`src/rtl/key_conditioner_if.sv`:
```
// Key bundle between the board key pins and the key conditioner.
// The master side drives the raw keys; the slave side is the conditioner producing key events.
interface key_conditioner_if #(
    parameter int n_keys = 8
);
    logic [n_keys-1:0] key_raw;
    logic [n_keys-1:0] key_level;
    logic [n_keys-1:0] key_press;
    logic [n_keys-1:0] key_release;
    logic [n_keys-1:0] key_repeat;

    modport master (
        output key_raw,
        input  key_level,
        input  key_press,
        input  key_release,
        input  key_repeat
    );

    modport slave (
        input  key_raw,
        output key_level,
        output key_press,
        output key_release,
        output key_repeat
    );
endinterface

```
`src/rtl/key_conditioner.sv`:
```
// Key conditioner: per-key 2-FF synchroniser, debounce filter and one-cycle press/release pulses.
// Define KEY_CONDITIONER_REPEAT_EN to build the hold-to-repeat pulse train on key_repeat.
module key_conditioner #(
    parameter int n_keys          = 8,
    parameter int debounce_cycles = 270_000,
    parameter int repeat_delay    = 13_500_000,
    parameter int repeat_period   = 2_700_000
) (
    input  logic             clock,
    input  logic             reset,
    key_conditioner_if.slave keys
);

    localparam int DW = $clog2(debounce_cycles + 1);

    if (debounce_cycles < 1 || repeat_delay < 1 || repeat_period < 1) begin : g_param_check
        $error("key_conditioner: debounce_cycles, repeat_delay and repeat_period must be >= 1");
    end

    logic [n_keys-1:0] sync1_r;
    logic [n_keys-1:0] sync2_r;
    logic [n_keys-1:0] level_r;
    logic [n_keys-1:0] press_r;
    logic [n_keys-1:0] release_r;
    logic [DW-1:0]     cnt_r [n_keys];
    logic [n_keys-1:0] rise_s;
    logic [n_keys-1:0] fall_s;

    // A change is accepted once the synchronised key has disagreed with the level for debounce_cycles samples
    always_comb begin
        rise_s = '0;
        fall_s = '0;
        for (int k = 0; k < n_keys; k++) begin
            if ((sync2_r[k] != level_r[k]) && (cnt_r[k] == DW'(debounce_cycles - 1))) begin
                rise_s[k] = sync2_r[k];
                fall_s[k] = ~sync2_r[k];
            end else begin
                rise_s[k] = 1'b0;
                fall_s[k] = 1'b0;
            end
        end
    end

    // Synchroniser, debounce counters, debounced level and edge pulses
    always_ff @(posedge clock or posedge reset) begin
        if (reset) begin
            sync1_r   <= '0;
            sync2_r   <= '0;
            level_r   <= '0;
            press_r   <= '0;
            release_r <= '0;
            for (int k = 0; k < n_keys; k++) begin
                cnt_r[k] <= '0;
            end
        end else begin
            sync1_r   <= keys.key_raw;
            sync2_r   <= sync1_r;
            level_r   <= level_r ^ (rise_s | fall_s);
            press_r   <= rise_s;
            release_r <= fall_s;
            for (int k = 0; k < n_keys; k++) begin
                if ((sync2_r[k] == level_r[k]) || rise_s[k] || fall_s[k]) begin
                    cnt_r[k] <= '0;
                end else begin
                    cnt_r[k] <= cnt_r[k] + DW'(1);
                end
            end
        end
    end

    assign keys.key_level   = level_r;
    assign keys.key_press   = press_r;
    assign keys.key_release = release_r;

`ifdef KEY_CONDITIONER_REPEAT_EN
    localparam int RMAX = (repeat_delay > repeat_period) ? repeat_delay : repeat_period;
    localparam int TW   = $clog2(RMAX + 1);

    typedef enum logic [1:0] {
        IDLE   = 2'd0,
        DELAY  = 2'd1,
        REPEAT = 2'd2
    } rep_state_t;

    rep_state_t        state_r [n_keys];
    rep_state_t        state_s [n_keys];
    logic [TW-1:0]     timer_r [n_keys];
    logic [TW-1:0]     timer_s [n_keys];
    logic [n_keys-1:0] repeat_r;
    logic [n_keys-1:0] repeat_s;

    // Repeat FSM state, timers and registered repeat pulses
    always_ff @(posedge clock or posedge reset) begin
        if (reset) begin
            repeat_r <= '0;
            for (int k = 0; k < n_keys; k++) begin
                state_r[k] <= IDLE;
                timer_r[k] <= '0;
            end
        end else begin
            repeat_r <= repeat_s;
            for (int k = 0; k < n_keys; k++) begin
                state_r[k] <= state_s[k];
                timer_r[k] <= timer_s[k];
            end
        end
    end

    // Next state per key; an accepted release always wins over a timer expiry
    always_comb begin
        repeat_s = '0;
        for (int k = 0; k < n_keys; k++) begin
            state_s[k]  = state_r[k];
            timer_s[k]  = timer_r[k];
            repeat_s[k] = 1'b0;
            case (state_r[k])
                IDLE: begin
                    if (rise_s[k]) begin
                        repeat_s[k] = 1'b1;
                        timer_s[k]  = TW'(repeat_delay - 1);
                        state_s[k]  = DELAY;
                    end else begin
                        state_s[k] = IDLE;
                    end
                end
                DELAY, REPEAT: begin
                    if (fall_s[k]) begin
                        state_s[k] = IDLE;
                        timer_s[k] = '0;
                    end else if (timer_r[k] == TW'(0)) begin
                        repeat_s[k] = 1'b1;
                        timer_s[k]  = TW'(repeat_period - 1);
                        state_s[k]  = REPEAT;
                    end else begin
                        timer_s[k] = timer_r[k] - TW'(1);
                    end
                end
                default: begin
                    state_s[k] = IDLE;
                    timer_s[k] = '0;
                end
            endcase
        end
    end

    assign keys.key_repeat = repeat_r;
`else
    assign keys.key_repeat = press_r;
`endif

endmodule

```
`src/flat_wrapper.sv`:
```
// flat-port wrapper written by rule: the top's interface ports become plain ports
module key_conditioner_flat 
#(
    parameter int n_keys          = 8,
    parameter int debounce_cycles = 270_000,
    parameter int repeat_delay    = 13_500_000,
    parameter int repeat_period   = 2_700_000
)
  (clock, reset, keys_key_raw, keys_key_level, keys_key_press, keys_key_release, keys_key_repeat);
  key_conditioner_if #(.n_keys(n_keys)) keys_i ();
  input  logic clock;
  input  logic reset;
  input wire logic [$bits(keys_i.key_raw)-1:0] keys_key_raw;
  output wire logic [$bits(keys_i.key_level)-1:0] keys_key_level;
  output wire logic [$bits(keys_i.key_press)-1:0] keys_key_press;
  output wire logic [$bits(keys_i.key_release)-1:0] keys_key_release;
  output wire logic [$bits(keys_i.key_repeat)-1:0] keys_key_repeat;
  assign keys_i.key_raw = keys_key_raw;
  assign keys_key_level = keys_i.key_level;
  assign keys_key_press = keys_i.key_press;
  assign keys_key_release = keys_i.key_release;
  assign keys_key_repeat = keys_i.key_repeat;
  key_conditioner #(.n_keys(n_keys), .debounce_cycles(debounce_cycles), .repeat_delay(repeat_delay), .repeat_period(repeat_period)) u_core (.clock(clock), .reset(reset), .keys(keys_i));
endmodule
```
`config.mk`:
```
export PLATFORM = sky130hd
export DESIGN_NAME = key_conditioner_flat
export DESIGN_NICKNAME = d
export VERILOG_FILES = /design/src/rtl/key_conditioner_if.sv /design/src/rtl/key_conditioner.sv /design/src/flat_wrapper.sv
export SDC_FILE = /design/constraint.sdc
export NUM_CORES = 1
export LEC_CHECK = 0
export BUFFER_PORTS_ARGS = -buffer_cell sky130_fd_sc_hd__buf_2
export CAP_MARGIN = 5
export CORE_MARGIN = 8
export CORE_UTILIZATION = 35
export CTS_CLUSTER_DIAMETER = 150
export DETAILED_ROUTE_END_ITERATION = 10
export SKIP_LAST_GASP = 1
export SLEW_MARGIN = 20
export SYNTH_ARGS = -nofsm -noshare
export SYNTH_HDL_FRONTEND = slang
export SYNTH_SLANG_ARGS = --single-unit
```
`constraint.sdc`:
```
create_clock -name clock -period 7.3 [get_ports clock]
set_clock_uncertainty 0.15 [all_clocks]
set_input_delay 0.73 -clock clock [delete_from_list [all_inputs] [get_ports clock]]
set_output_delay 0.73 -clock clock [all_outputs]
set_load 0.05 [all_outputs]
```
======== Word level (Yosys, flattened, before mapping) ========
Index checks and enable logic that the tools add are counted.
storage, ports and cells
  bits of input ports ..................... 10
  flip-flop bits (word level) ............. 192
  logic and storage cells ................. 103
  output and inout port bits .............. 32
operators by class
  muxes and demuxes ....................... 24
  reductions and logical operators ........ 24
  eq/ne operators ......................... 24
  add/subtract/negate cells ............... 8
  bitwise logic cells ..................... 10
operators with widths
  cell                                            number
  adder 19 x 1 -> 19 bit (second input constant)  8
  == test 19 bit (second input constant)          8
  two-way mux 19 bit                              8
  logical OR 1 bit                                16
  two-way mux 1 bit                               16
  == test 1 bit                                   8
  logical AND 1 bit                               8
  != test 1 bit                                   8
  inverter 1 bit                                  8
  OR 8 bit                                        1
  XOR 8 bit                                       1

======== Logic depth before layout (Yosys ltp) ========
Gate-level depths: netlist of the first run.
  depth after elaboration ................. 6
  gate-level depth with buffers ........... 6
  depth with buffers taken out ............ 5

======== Worst setup path before layout of the first run ========
OpenSTA, ideal clock, no wires.
  path kind ............................... reg-to-reg
  start point ............................. register u_core.cnt_r[95] (netlist name)
  end point ............................... register with a tool-made name
  path buffers ............................ 0
  slack ................................... 5.284 ns
  cell stages (with the launch flop) ...... 6
  clock period less this slack ............ 2.016 ns
  arrival ................................. 1.738 ns
  setup time .............................. 0.128 ns
  data required time ...................... 7.022 ns
  cell sequence ........................... dfrtp_1 -> ha_1 -> and4_1 -> nand4_1 -> or4_4 -> mux2_1
RTL lines
  what                              line                   RTL
  start: declaration                key_conditioner.sv:25  logic [DW-1:0] cnt_r [n_keys];
  start signal: indexed assignment  key_conditioner.sv:65  cnt_r[k] <= cnt_r[k] + DW'(1);

======== Worst setup path in the final report of the first run ========
  start point ............................. register u_core.cnt_r[95] (netlist name)
  end point ............................... register u_core.cnt_r[102] (netlist name)
on the way
  cells in the longest elaborated chain, start to end .. 6
  elaborated cells on any way between the ends .. 8
  classes of those cells .................. add/sub (1); eq/ne (1); mux (3); reduce/logical (3)
RTL lines
  what                                                                            line                   RTL
  parallel branches: the longest is 5 deep, another holds adder 19 x 1 -> 19 bit  -
  two-way mux 19 bit (*)                                                          key_conditioner.sv:62  if ((sync2_r[k] == level_r[k]) || rise_s[k] || fall_s[k]) begin
Mark *: on every way between the ends.

==> metrics list, run 1 <==
* Number of top-level design ports: 42
- Delay of the slowest critical-path stage: 0.80 ns
- Synth top area share: 0.530
- Standard-cell row count: 59
- Switching Share: 0.237
- Critical Path End Type: flop
* Number of global-route vias before repair: 6191
- H-tree levels: 4
* Final number of hold-violating endpoints: 0
* Vias per std cell: 5.06
* Count of synthesis-stage warnings from yosys: 0
* Power consumption: 2070 uW
* First-iteration detailed-routing DRC count: 426
- In this run, post-CTS hold repair placed 0 buffers.
* Number of nets still failing antenna checks after routing: 0
- Entering global routing, the biggest net connects 117 pins.
- Portion of the post-synthesis area used by sequential elements: 0.530
- Summed over all failing endpoints, the final setup total negative slack is 0 ns.
* Cell Pwr Density: 204 nW/um2
- Hold Worst Slack: 0.200 ns
* Storage element area: 4800 um2
* First-pass GRT wire length: 29500 um
- Count of filler cells inserted in the layout: 2498
- Static timing analysis puts the maximum clock frequency at 0.427 GHz.
* Async S/R FF share, synth: 1.00
- Fin area: 10100 um2
- Area growth syn-to-layout: 11.8%
- EDFF count, synth: 0
- Post-cts gate resize count: 0
- The library cell used most frequently in the layout, excluding fill and tap cells, is dfrtp_1.
- Clock Pin Slew Worst Setup and Hold Paths: 0.07 ns
- Count of buffering cells on the critical path with inverters included: 0
* Sink count of the clock tree: 192
- Proportion of power drawn by flip-flops and latches: 0.528
- Unrepaired setup endpoints after global routing: false
- Clock tree from TritonCTS: built
- All-Layer GR Usage: 0.111
* Count of different cell masters after synthesis: 53
- Run status: finished clean
* Depth of the most critical reg-to-reg path: 5
* TritonCTS Buffers: 17
- By area the synthesized netlist is led by dfrtp_1, xnor2_1, nor2_1.
- The clock reaches the later pin of the worst-skew pair after 0.43 ns.
- In the global route stage, met3 resource usage came out at 0.0237.
- At the worst endpoint, the required time is 7.42 ns.
- Buffers placed on the I/O ports in this run total 41.
* Number of antenna violations at the first check in global routing: 0
- Worst supply voltage drop on vdd: 0.135 mV
* Syn Area/Cell: 10.5 um2
* Cell chosen for the clock root: clkbuf_16
- Switching power: 490 uW
* Part of the total power dissipated in the clock network: 0.443
* Net count after synthesis: 884
- Kind of start point of the critical path: flop
- Worst-case clock buffer depth: 2
- In the final layout, the share of cells above drive strength 1 is 0.119.
* Place WS: 4.60 ns
* Synth Instances: 866
- Predominant post-synthesis flop cell: dfrtp_1
* CP top delay family: compound AO/OA/AOI/OAI gates
- Postcts setup bufs: 0
- The die covers 31300 um2.
- In this run the static leakage power is 0.00411 uW.
- Synthesis inferred 192 register bits.
- Min setup slack post-route: 4.96 ns
- Walking the worst path, the cells encountered are ha_1 > and4_1 > nand4_1 > o41ai_4 > nor2_1.
* Placement Cell Area: 9560 um2
* Number of instances on the worst hold path: 0
- Starting utilization of the core area: 0.352
* MaxCap Viol Count: 0
- Flop-to-flop setup slack: 4.96 ns
- Cell area after technology mapping: 9070 um2
* Data arrival time of the critical path: 2.46 ns
- Number of antenna cells inserted: 0
* Final Cycle Share: 0.321
- The total overflow left after global routing is 0.
- Library cell occupying the most area in the post-synthesis netlist: dfrtp_1
- Of all nets on the critical path, the largest fanout is 17.
* Area of the multi-input gates: 4000 um2
- The library cells used most frequently in the layout, excluding fill and tap cells, are dfrtp_1, nor2_1, xnor2_1.
- From left edge to right edge, the die measures 177 um.
* Worst hold start: u_core.sync1_r[0]$_DFF_PP0_
* Number of max-slew violations in the final report: 0
- Measured against its own limit, the worst slew margin works out to 0.371.
* Path type of the worst setup path: reg -> reg
* Die Span Y: 177 um
- In this run the critical register-to-register path is captured at u_core.cnt_r[102]$_DFF_PP0_.
* Total setup violations reported at the end of the flow: 0
* Layer with the highest usage: met2
* Proportion of power drawn by combinational gates: 0.029
* Core Region: 25800 um2
- In the global route stage, met1 resource usage came out at 0.155.
* Drt wl/cell: 13.4 um
- For this design, the slowest cell found on the critical path is o41ai_4.
- The clock period could shrink to 2.34 ns.
- Met2 routing resource usage after global routing: 0.170
- Destination of the worst hold path: u_core.sync2_r[0]$_DFF_PP0_
- For this run, the post-layout net count is 919.
- Actual slew at the worst max-slew pin: 0.941 ns
* Class of the tightest hold or removal check: reg -> reg
- Hpwl dp: 10900 um
* DRC violations left: 0
- Origin of the critical flop-to-flop path: u_core.cnt_r[95]$_DFF_PP0_
- Internal power comes to 1580 uW.
* RePlAce Congestion: 0.779
- Summing over every cut layer, the via total after detailed routing is 6311.
- The pre-antenna-repair detailed-routing pass consisted of 4 iterations.
- Final Routed Wirelength: 16700 um
==> worst max path at each step <==
stage / cells after the start / slack, ns / endpoint / start
2_1_floorplan: 1 / 1.19 / async pin / reset
3_3_place_gp: 3 / 4.61 / u_core.cnt_r[12]$_DFF_PP0_ / reset
3_5_place_dp: 3 / 4.60 / u_core.cnt_r[10]$_DFF_PP0_ / reset
4_1_cts: 5 / 4.92 / u_core.cnt_r[102]$_DFF_PP0_ / u_core.cnt_r[95]$_DFF_PP0_
5_1_grt: 6 / 4.72 / u_core.cnt_r[34]$_DFF_PP0_ / u_core.cnt_r[19]$_DFF_PP0_
6_report: 5 / 4.96 / u_core.cnt_r[102]$_DFF_PP0_ / u_core.cnt_r[95]$_DFF_PP0_
==> power groups by stage <==
| stage | combinational [uW] | sequential [uW] | clock [uW] |
|---|---|---|---|
| 3_5_place_dp | 62.3 | 1110 | 0 |
| 3_3_place_gp | 61.5 | 1110 | 0 |
| 6_report | 59.2 | 1090 | 917 |
| 2_1_floorplan | 45.2 | 1110 | 0 |
| 5_1_grt | 70.6 | 1100 | 987 |
| 4_1_cts | 62.3 | 1090 | 946 |
==> cell families (layout without fill, tap and decap cells) <==
kind of cell	count (synthesis)	count (layout)	share of synthesized area
buf+inv	57	104	0.0293
compound gates	50	50	0.0395
mux	12	12	0.0148
flops	192	192	0.530
simple gates	425	425	0.258
xor+xnor	122	122	0.118
fa+ha+maj	8	8	0.0110
==> layout make-up <==
class | count | area share
Sequential cell | 192 | 0.474
Multi-Input combinational cell | 617 | 0.394
Clock buffer | 18 | 0.0423
Tap cell | 335 | 0.0414
Timing Repair Buffer | 43 | 0.0221
Clock inverter | 13 | 0.0138
Inverter | 30 | 0.0119
==> registers in the layout, indices dropped and copies added, names as in the netlist, named ones only <==
| signal | flops |
|---|---|
| u_core.cnt_r | 152 |
| u_core.keys.key_press | 8 |
| u_core.keys.key_release | 8 |
| u_core.sync1_r | 8 |
| u_core.sync2_r | 8 |
==> cells in the mapped netlist, drive strengths merged, types with 3 or more instances <==
cell type / instances
o21ai: 15
and4: 12
or4: 8
xnor2: 84
inv: 30
xor2: 38
a31o: 6
ha: 8
o41ai: 3
a21oi: 18
dfrtp: 192
buf: 18
nand4: 57
nor4: 31
mux2i: 4
and3: 20
clkbuf: 9
nor3b: 17
nand2: 22
nor3: 27
mux2: 8
and2: 4
nor4bb: 5
nand3: 46
nor4b: 7
nor2: 148
or3: 11
==> stage by stage <==
| step | utilization | std cells |
|---|---|---|
| after global placement | 0.371 | 1217 |
| after detailed placement | 0.371 | 1217 |
| after CTS | 0.393 | 1248 |
| after global routing | 0.393 | 1248 |
| final | 0.393 | 1248 |
| after floorplan | - | 866 |
==> layer usage <==
metal | vias up | part of all wire
met3 | 18 | 0.025
met1 | 3096 | 0.51
met2 | 68 | 0.45
met5 | - | 0
li1 | 3129 | -
met4 | 0 | 0.013
==> worst register-to-register path, stage by stage (launching register included) <==
cell     delay [ns]
dfrtp_1        0.39
ha_1           0.21
and4_1         0.31
nand4_1        0.20
o41ai_4        0.80
nor2_1         0.12
Note: power is estimated with default switching activity, not from simulation.
==> inputs of run 2 (changes only) <==
==> constraint.sdc (replaced) <==
create_clock -name clock -period 2.1 [get_ports clock]
set_clock_uncertainty 0.15 [all_clocks]
set_input_delay 0.21 -clock clock [delete_from_list [all_inputs] [get_ports clock]]
set_output_delay 0.21 -clock clock [all_outputs]
set_load 0.05 [all_outputs]
==> run 2 against run 1 <==
Die area unchanged. Cell area increased by 5.5%. Total power increased to 3.5 times the previous value. Global-route usage increased by 0.67 points. Sequential share of layout area decreased by 2.5 points. Worst setup slack got worse by 4.9 ns. Count of clock-buffer cells in the layout unchanged. Hold slack about the same.
==> metrics list, run 2 (synthesis gave the netlist of run 1 again) <==
* Area of the multi-input gates: 4010 um2 (+0.34%)
- Area growth syn-to-layout: 17.9%
- TritonCTS built the clock tree.
- Max reg flops: 152 (unchanged)
- The number of design rule violations left after detail routing was 0 (unchanged).
* Die Span Y: 177 um (unchanged)
- Ranked by flip-flop count, first place goes to u_core.cnt_r.
- Starting utilization of the core area: 0.352 (unchanged)
- Critical-path cell list: ha_2 > and4_1 > nand4_1 > or4_4 > mux2_1
- Ratio of cells with drive above 1 in the final layout: 0.172 (+0.0526)
* Placed Instances: 1270 (+4.4%)
- Setup repair after global routing could not meet its margin everywhere.
- The antenna diode count was 0 (unchanged).
- The worst-case vdd ir drop came to 0.350 mV (+160%).
* Origin of the critical flop-to-flop path: u_core.cnt_r[95]$_DFF_PP0_
* Actual slew at the worst max-slew pin: 0.488 ns (-0.452 ns)
- Die Area: 31300 um2 (unchanged)
- Fin area: 10700 um2 (+5.5%)
- First-pass GRT wire length: 31100 um (+5.4%)
* Horizontal extent of the die: 177 um (unchanged)
* Final number of hold-violating endpoints: 0 (unchanged)
* CP top delay family: simple AND/OR/NAND/NOR gates
* Place WS: 0.0757 ns (-4.53 ns)
* Most frequent standard cell in the layout excluding fill and tap cells: dfrtp_1
- The count of H-tree levels built during CTS came to 4 (unchanged).
- Data required time at the worst endpoint: 2.27 ns (-5.15 ns)
- The via count of the first global-routing pass came to 6549 (+5.8%).
- The worst setup path is launched from a flop.
* Delay of the slowest critical-path stage: 0.46 ns (-0.34 ns)
- The total overflow reported by the global router was 0 (unchanged).
- The via density per instance was 4.90 (-3.1%).
* Cell chosen for the clock root: clkbuf_16
- The count of placed standard cells in the final layout, fillers left out came to 1312 (+5.1%).
- The number of placed I/O pins was 42 (unchanged).
- The floorplan row count was 59 (unchanged).
- Worst-case clock buffer depth: 2 (unchanged)
- The clock sink total is 192 (unchanged).
- Cell Pwr Density: 679 nW/um2 (+230%)
- Clock latency at the later pin of the worst-skew pair: 0.43 ns (about the same)
* RePlAce Congestion: 0.798 (+2.4%)
- The number of max-slew violations in the final report came to 0 (unchanged).
- Via count: 6427 (+1.8%)
* Critical Path End Type: flop
- In this run the worst setup path begins at u_core.cnt_r[95]$_DFF_PP0_.
* Drt wl/cell: 13.1 um (-1.9%)
- The path depth of the worst reg2reg path came to 5 (unchanged).
* Leakage dissipation: 0.00441 uW (+7.3%)
* Storage element area: 4800 um2 (unchanged)
- The net count reported at finish is 982 (+6.9%).
- The worst setup path is of the reg -> reg kind.
* Worst slew margin relative to its limit: 0.674 (+0.303)
- The overall routing resource usage came to 0.118 (+0.00674).
- The flow ran to the end, and the final reports show no timing, DRC or antenna violations.
- Core Region: 25800 um2 (unchanged)
- The max capacitance violation total is 0 (unchanged).
- The initial antenna violation count is 0 (unchanged).
* TritonCTS Buffers: 17 (unchanged)
- Highest-count cells in the layout ignoring fill and taps: dfrtp_1, nor2_1, xnor2_1
* Number of buffer cells added on primary ports: 41 (unchanged)
- Data arrival time of the critical path: 2.17 ns (-0.29 ns)
- Hpwl dp: 12100 um (+10%)
- Flop-to-flop setup slack: 0.10 ns (-4.85 ns)
* First-iteration detailed-routing DRC count: 309 (-27%)
* Min setup slack post-route: 0.102 ns (-4.85 ns)
- The sum of negative setup slack is 0 ns (unchanged).
* Clock Pin Slew Worst Setup and Hold Paths: 0.07 ns (about the same)
- The worst hold path belongs to the class in -> async.
- The pin count of the biggest net entering global routing is 50 (-57%).
- The end-of-flow core utilization was 0.415 (+0.0216).
- Final worst path period need: 2.00 ns (-0.346 ns)
* Placement Cell Area: 9990 um2 (+4.5%)
* Count of buffering cells on the critical path with inverters included: 0 (unchanged)
- Slowest CP cell: or4_4
* Max Fclk: 0.501 GHz (+17%)
- The total iterations of the first detailed-routing run came to 4 (unchanged).
* Count of filler cells inserted in the layout: 2423 (-3.0%)
- Levels on crit path: 5 (unchanged)
- The number of nets still failing antenna checks after routing came to 0 (unchanged).
- The final worst-path cycle share came to 0.951 (+0.630).
* Crit Path Max Fanout: 4 (-13)
- The number of setup violations in the final report is 0 (unchanged).
- The overall routed net length is 17200 um (+3.1%).
==> run 2: cell types whose count changed in the layout (fill, tap and decap cells not counted), moves of 2 or more <==
| cell | delta |
|---|---|
| buf_12 | +3 |
| clkinvlp_4 | +4 |
| buf_4 | +52 |
| inv_8 | -2 |
| dlygate4sd3_1 | +9 |
==> run 2: final cells by class <==
class | count | area share
Inverter | 30 | 0.0109
Multi-Input combinational cell | 617 | 0.375
Timing Repair Buffer | 106 | 0.0705
Tap cell | 335 | 0.0392
Clock inverter | 14 | 0.0137
Sequential cell | 192 | 0.449
Clock buffer | 18 | 0.0411
==> run 2: report_power, final <==
part	total (uW)	internal (uW)	switching [uW]	leakage [uW]
Combinational	254	99.3	155	0.00151
Clock	3210	1710	1500	0.000276
Sequential	3800	3750	50.6	0.00263
==> run 2: metal layers <==
metal	wire length (um)	vias up	share of wire	global-route usage
met2	7850	62	0.45	0.183
li1	-	3246	-	-
met1	8790	3113	0.51	0.161
met4	129	0	0.0075	0.0361
met5	0	-	0	0
met3	480	6	0.028	0.0284
==> run 2: worst min-delay path by stage <==
stage / startpoint / endpoint / slack (ns) / cells past startpoint
3_3_place_gp: reset / u_core.keys.key_press[1]$_DFF_PP0_ / 0.11 / 2
3_5_place_dp: reset / u_core.keys.key_press[1]$_DFF_PP0_ / 0.12 / 2
2_1_floorplan: keys_key_raw[0] / u_core.sync1_r[0]$_DFF_PP0_ / 0.09 / 0
4_1_cts: reset / u_core.keys.key_press[1]$_DFF_PP0_ / 0.20 / 3
5_1_grt: u_core.sync1_r[3]$_DFF_PP0_ / u_core.sync2_r[3]$_DFF_PP0_ / 0.21 / 0
6_report: reset / u_core.keys.key_release[1]$_DFF_PP0_ / 0.20 / 3
==> run 2: metrics by stage <==
stage	hold slack (ns)	power [uW]
final	0.200	7260
after global routing	0.208	7590
after CTS	0.195	7390
after detailed placement	0.115	4120
after global placement	0.113	4120
after floorplan	0.0914	4020
==> run 2: what timing repair did <==
item | CTS | global route
gates resized for setup | 0 | 3
hold buffers | 9 | 0
hold endpoints to repair | 32 | 0
setup endpoints to repair | 0 | 5
buffers inserted | 0 | 1
==> run 2: worst register-to-register path: stages, from the launching register on <==
cell     delay, ns
dfrtp_1       0.39
ha_2          0.22
and4_1        0.22
nand4_1       0.12
or4_4         0.46
mux2_1        0.32
